<file path="src/rtl/alu_op_sequencer.sv">
// Multi-cycle ALU operation sequencer: accepts RV32 instructions, drives the ALU control
// decoder, times the execute window and returns a result token. ALU_SEQ_PERF_EN adds perf counters.
module alu_op_sequencer #(
  parameter int EXEC_CYCLES = 1,
  parameter int COUNT_W     = 16
) (
  input  logic               clk,
  input  logic               rst_n,
  input  logic               flush,
  input  logic               instr_valid,
  output logic               instr_ready,
  input  logic [31:0]        instr,
  output logic [1:0]         alu_op,
  output logic [9:0]         func_code,
  input  logic [3:0]         alu_ctrl,
  output logic               alu_en,
  output logic               res_valid,
  input  logic               res_ready,
  output logic [3:0]         res_ctrl,
  output logic               res_illegal,
  output logic               busy,
  output logic [COUNT_W-1:0] op_count
`ifdef ALU_SEQ_PERF_EN
  ,
  output logic [COUNT_W-1:0] illegal_count,
  output logic [COUNT_W-1:0] stall_count
`endif
);

  localparam logic [1:0] IDLE   = 2'd0;
  localparam logic [1:0] DECODE = 2'd1;
  localparam logic [1:0] EXEC   = 2'd2;
  localparam logic [1:0] RESP   = 2'd3;

  localparam logic [3:0] EXEC_LOAD = 4'(EXEC_CYCLES);

  logic [1:0] state;
  logic [1:0] state_nxt;
  logic [3:0] exec_cnt;
  logic       accept;
  logic       decode_illegal;
  logic       resp_done;

  // Only opcode, funct3 and funct7 steer the decoder; register and immediate fields are unused.
  logic unused_instr_bits;
  assign unused_instr_bits = ^{instr[24:15], instr[11:7]};

  function automatic logic [1:0] map_alu_op(input logic [6:0] opcode, input logic [2:0] funct3);
    if (opcode == 7'b0110011)
      return (funct3 == 3'b000 || funct3 == 3'b010) ? 2'b10 : 2'b01;
    if (opcode == 7'b0000011 || opcode == 7'b0100011)
      return 2'b00;
    return 2'b11;
  endfunction

  function automatic logic [COUNT_W-1:0] sat_inc(input logic [COUNT_W-1:0] value);
    return (&value) ? value : value + 1'b1;
  endfunction

  assign instr_ready    = (state == IDLE);
  assign accept         = instr_valid && instr_ready;
  assign decode_illegal = (alu_op == 2'b11) || (alu_ctrl == 4'b1111);
  assign resp_done      = (state == RESP) && res_ready && !flush;

  always_comb begin
    state_nxt = state;
    case (state)
      IDLE:    if (instr_valid) state_nxt = DECODE;
      DECODE:  state_nxt = decode_illegal ? RESP : EXEC;
      EXEC:    if (exec_cnt == 4'd1) state_nxt = RESP;
      RESP:    if (res_ready) state_nxt = IDLE;
      default: state_nxt = IDLE;
    endcase
    if (flush) state_nxt = IDLE;
  end

  always_ff @(posedge clk or negedge rst_n) begin
    if (!rst_n) begin
      state       <= IDLE;
      busy        <= 1'b0;
      alu_op      <= 2'b00;
      func_code   <= '0;
      alu_en      <= 1'b0;
      res_valid   <= 1'b0;
      res_ctrl    <= 4'b0000;
      res_illegal <= 1'b0;
      exec_cnt    <= '0;
      op_count    <= '0;
    end else begin
      state <= state_nxt;
      busy  <= (state_nxt != IDLE);
      if (accept && !flush) begin
        alu_op    <= map_alu_op(instr[6:0], instr[14:12]);
        func_code <= {instr[31:25], instr[14:12]};
      end
      if (flush) begin
        alu_en      <= 1'b0;
        res_valid   <= 1'b0;
        res_illegal <= 1'b0;
      end else begin
        case (state)
          DECODE: begin
            res_ctrl <= alu_ctrl;
            if (decode_illegal) begin
              res_illegal <= 1'b1;
              res_valid   <= 1'b1;
            end else begin
              res_illegal <= 1'b0;
              exec_cnt    <= EXEC_LOAD;
              alu_en      <= 1'b1;
            end
          end
          EXEC: begin
            if (exec_cnt == 4'd1) begin
              alu_en    <= 1'b0;
              res_valid <= 1'b1;
            end else begin
              exec_cnt <= exec_cnt - 4'd1;
            end
          end
          RESP: begin
            if (res_ready) begin
              res_valid <= 1'b0;
              if (!res_illegal) op_count <= sat_inc(op_count);
            end
          end
          default: ;
        endcase
      end
    end
  end

`ifdef ALU_SEQ_PERF_EN
  // Flush does not clear these; only reset does.
  always_ff @(posedge clk or negedge rst_n) begin
    if (!rst_n) begin
      illegal_count <= '0;
      stall_count   <= '0;
    end else begin
      if (resp_done && res_illegal) illegal_count <= sat_inc(illegal_count);
      if (res_valid && !res_ready)  stall_count   <= sat_inc(stall_count);
    end
  end
`else
  logic unused_resp_done;
  assign unused_resp_done = resp_done;
`endif

endmodule
</file>
<file path="config.mk">
export PLATFORM = sky130hd
export DESIGN_NAME = alu_op_sequencer
export DESIGN_NICKNAME = d
export VERILOG_FILES = /design/src/rtl/alu_op_sequencer.sv
export SDC_FILE = /design/constraint.sdc
export NUM_CORES = 1
export LEC_CHECK = 0
export CORE_ASPECT_RATIO = 0.5
export CORE_MARGIN = 2
export CORE_UTILIZATION = 48
export CTS_BUF_LIST = sky130_fd_sc_hd__clkbuf_16
export CTS_CLUSTER_DIAMETER = 80
export DETAILED_ROUTE_END_ITERATION = 6
export GPL_TIMING_DRIVEN = 0
export PLACE_DENSITY = 0.88
export SLEW_MARGIN = 5
export SYNTH_ARGS = -nofsm -noshare
export SYNTH_HDL_FRONTEND = slang
export SYNTH_SLANG_ARGS = --single-unit
</file>
<file path="constraint.sdc">
create_clock -name clk -period 3.2 [get_ports clk]
set_input_delay 0.64 -clock clk [delete_from_list [all_inputs] [get_ports clk]]
set_output_delay 0.64 -clock clk [all_outputs]
set_load 0.02 [all_outputs]
</file>
==> metrics.md <==
| Metric | Value |
|---|---|
| Clock transition at path regs | `60 ps` |
| RSZ-0062 raised after global routing | `false` |
| Post-Syn Area | `between 2000 and 2500 um2` |
| Commonest non-fill, non-tap cell in the layout | `clkdlybuf4s50_1` |
| Congestion Overflow GR | `0` |
| CTS tree | `done` |
| Rows | `17` |
| Antenna Cells | `0` |
| Die height | `51.1 um` |
| Syn Inst Count | `roughly 190` |
| Cells after DPL | `307` |
| Fmax | `416 MHz` |
| Total number of vias | `1693` |
| Async S/R FF share, synth | `100%` |
| Nets | `305` |
| Largest net degree at the start of global routing | `28` |
| Syn Area/Cell | `11.4 um2` |
| Skew final | `~8 ps` |
| Post-Syn Nets | `around 240` |
| Leakage | `~1.3 nW` |
| Drt total wl | `around 4700 um` |
| DR WL/cell | `around 15 um` |
| Yosys cell types | `between 40 and 50` |
| Worst endpoint required time | `2560 ps` |
| Transition time at the pin with the least slew margin | `598 ps` |
| First-pass GRT wire length | `between 7000 and 8000 um` |
| Slew Limit Headroom | `59.7%` |
| Flops & latches, synth | `42` |
| Drt drc | `0` |
| Die area | `5020 um2` |
| H-tree depth | `2` |
| Initial antenna violation count | `0` |
| Vias in the first global route | `1721` |
| Setup crit end kind | `output pin` |
| WP data arrival | `1770 ps` |
| Setup Viol. Count Final | `0` |
| Core Area | `between 4000 and 5000 um2` |
| TritonRoute pass-1 iters | `6` |
| Root buffer cell | `clkbuf_16` |
| Cts hold-fix bufs | `0` |
| Worst reg2reg path depth | `6` |
| Worst-Skew Late Latency | `290 ps` |
| Initial Util | `49.0%` |
| GR Util All Layers | `20.2%` |
| Crit path time final | `2410 ps` |
| # IOs | `78` |
| Synth Warn # | `0` |
| Clk sink count | `between 40 and 50` |
| Count of input and output buffers | `62` |
| Reg2reg start | `state[0]$_DFF_PN0_` |
| Worst Path Max Fanout | `7` |
| DP HPWL | `3470 um` |
| Longest Clk Path Bufs | `2` |
| Post-CTS Setup Bufs | `0` |
| CP startpoint kind | `flop` |
| Post-route clock period utilization | `75.2%` |
| Ys flop type | `dfrtp_1` |
| Pwr dens | `643 nW/um2` |
| Maxcap violations | `0` |
| Fin cells | `between 300 and 400` |
| Post-route cell area | `3000 um2` |
| Status | `completed` |
| Max-slew violation count | `0` |
| Worst min path class | `in2async` |
| Routability congestion estimate | `slightly above 0.8` |
| Worst vdd ir | `375 uV` |
| Number of CTS-inserted buffers | `5` |
| Seq/Total Area, Yosys | `between 40% and 50%` |
| Commonest non-fill, non-tap cells in the layout | `clkdlybuf4s50_1, dfrtp_1, mux2_2` |
| Post-CTS Resized | `0` |
| Setup Crit Path Kind | `reg2out` |
| Share of cells above drive strength 1 | `13.2%` |
| Syn-to-layout area delta | `41.0%` |
| Final hold vios | `0` |
| Post-synth EDFFs | `0` |
| DR iter-0 viols | `slightly below 100` |
| Setup TNS | `0 ps` |
| Register-to-register setup slack | `1330 ps` |
| Antenna Nets Post-Route | `0` |
| Reg-to-reg endpoint | `exec_cnt[2]$_DFFE_PN0P_` |
| Vias per cell | `around 5.4` |
| Die Width | `98.2 um` |
| Post-DP Area | `2840 um2` |
-- state kept, by name (all words and copies together) (netlist names) --
register / cells
res_valid: 1
func_code: 10
alu_op: 2
res_illegal: 1
exec_cnt: 4
state: 2
alu_en: 1
op_count: 16
res_ctrl: 4
busy: 1
-- through the flow --
stage	total power [mW]	hold slack, ps	setup slack (ps)	util (%)
2_1_floorplan	1.05	344	1470	-
5_1_grt	2.03	294	707	69.2
3_3_place_gp	1.34	484	450	65.0
4_1_cts	1.94	274	797	69.2
3_5_place_dp	1.36	488	908	65.3
6_report	1.93	268	794	69.2
-- per-layer routing --
| layer | vias up | GRT usage (%) | routed length (um) |
|---|---|---|---|
| met4 | 0 | 9.36 | 100 |
| met5 | - | 0 | 0 |
| met2 | 35 | 33.4 | 2360 |
| li1 | 813 | - | - |
| met3 | 13 | 5.47 | 171 |
| met1 | 832 | 25.1 | 2100 |
-- cells in the mapped netlist, types with 2 or more instances --
master	instances	area [um2]
and4_1	2	17.5
nor2_1	11	41.3
o21ai_0	3	15.0
xnor2_1	9	78.8
and2_1	3	18.8
nand2b_1	6	37.5
xor2_1	6	52.6
buf_2	2	10.0
nand4_1	9	56.3
nor3_1	3	15.0
and3_1	2	12.5
inv_1	7	26.3
nor2b_1	4	25.0
nand4b_1	2	17.5
a211oi_1	2	15.0
dfrtp_1	42	1050
ha_1	7	87.6
nand2_1	12	45.0
a21oi_1	6	30.0
mux2i_1	4	40.0
nor2_2	3	18.8
nand3_1	7	35.0
mux2_2	14	158
-- worst max-delay path, cell delays in order (launching register included) --
cell	delay, ps
dfrtp_1	420
inv_1	100
ha_1	300
clkdlybuf4s50_1	650
-- area by class of cell --
class                      count  area [um2]
clock inverter                 3        41.3
timing repair buffer          63         636
inverter                       7        26.3
sequential                    42        1050
buffer                         3        21.3
fill                         319        1340
multi-input combinational    135        1030
clock buffer                   5         125
tap                           57        71.3
-- cells by family (layout without fill, tap and decap cells) --
family / Yosys count / after routing / share of synthesized area, %
DFF: 42 / 42 / 49.4
muxes: 19 / 19 / 9.99
and+or+nand+nor: 75 / 75 / 21.8
xor gates and xnor gates: 15 / 15 / 6.17
buffers and inverters: 10 / 81 / 2.23
AOI/OAI and AO/OA: 19 / 19 / 6.29
adders and majority gates: 7 / 7 / 4.12
-- power by group --
group / internal [mW] / switching, mW
Combinational: 0.330 / 0.303
Sequential: 0.648 / 0.0714
Clock: 0.365 / 0.211
-- how the worst max path moves through the flow --
stage | startpoint | end | slack, ps | cells past startpoint
final | state[0]$_DFF_PN0_ | instr_ready | 790 | 3
after global routing | state[0]$_DFF_PN0_ | instr_ready | 710 | 3
after CTS | state[0]$_DFF_PN0_ | instr_ready | 800 | 3
after detailed placement | flush | exec_cnt[2]$_DFFE_PN0P_ | 910 | 6
after global placement | rst_n | op_count[13]$_DFFE_PN0P_ | 450 | 1
after floorplan | flush | op_count[8]$_DFFE_PN0P_ | 1470 | 5
Note: power is estimated with default switching activity, not from simulation.
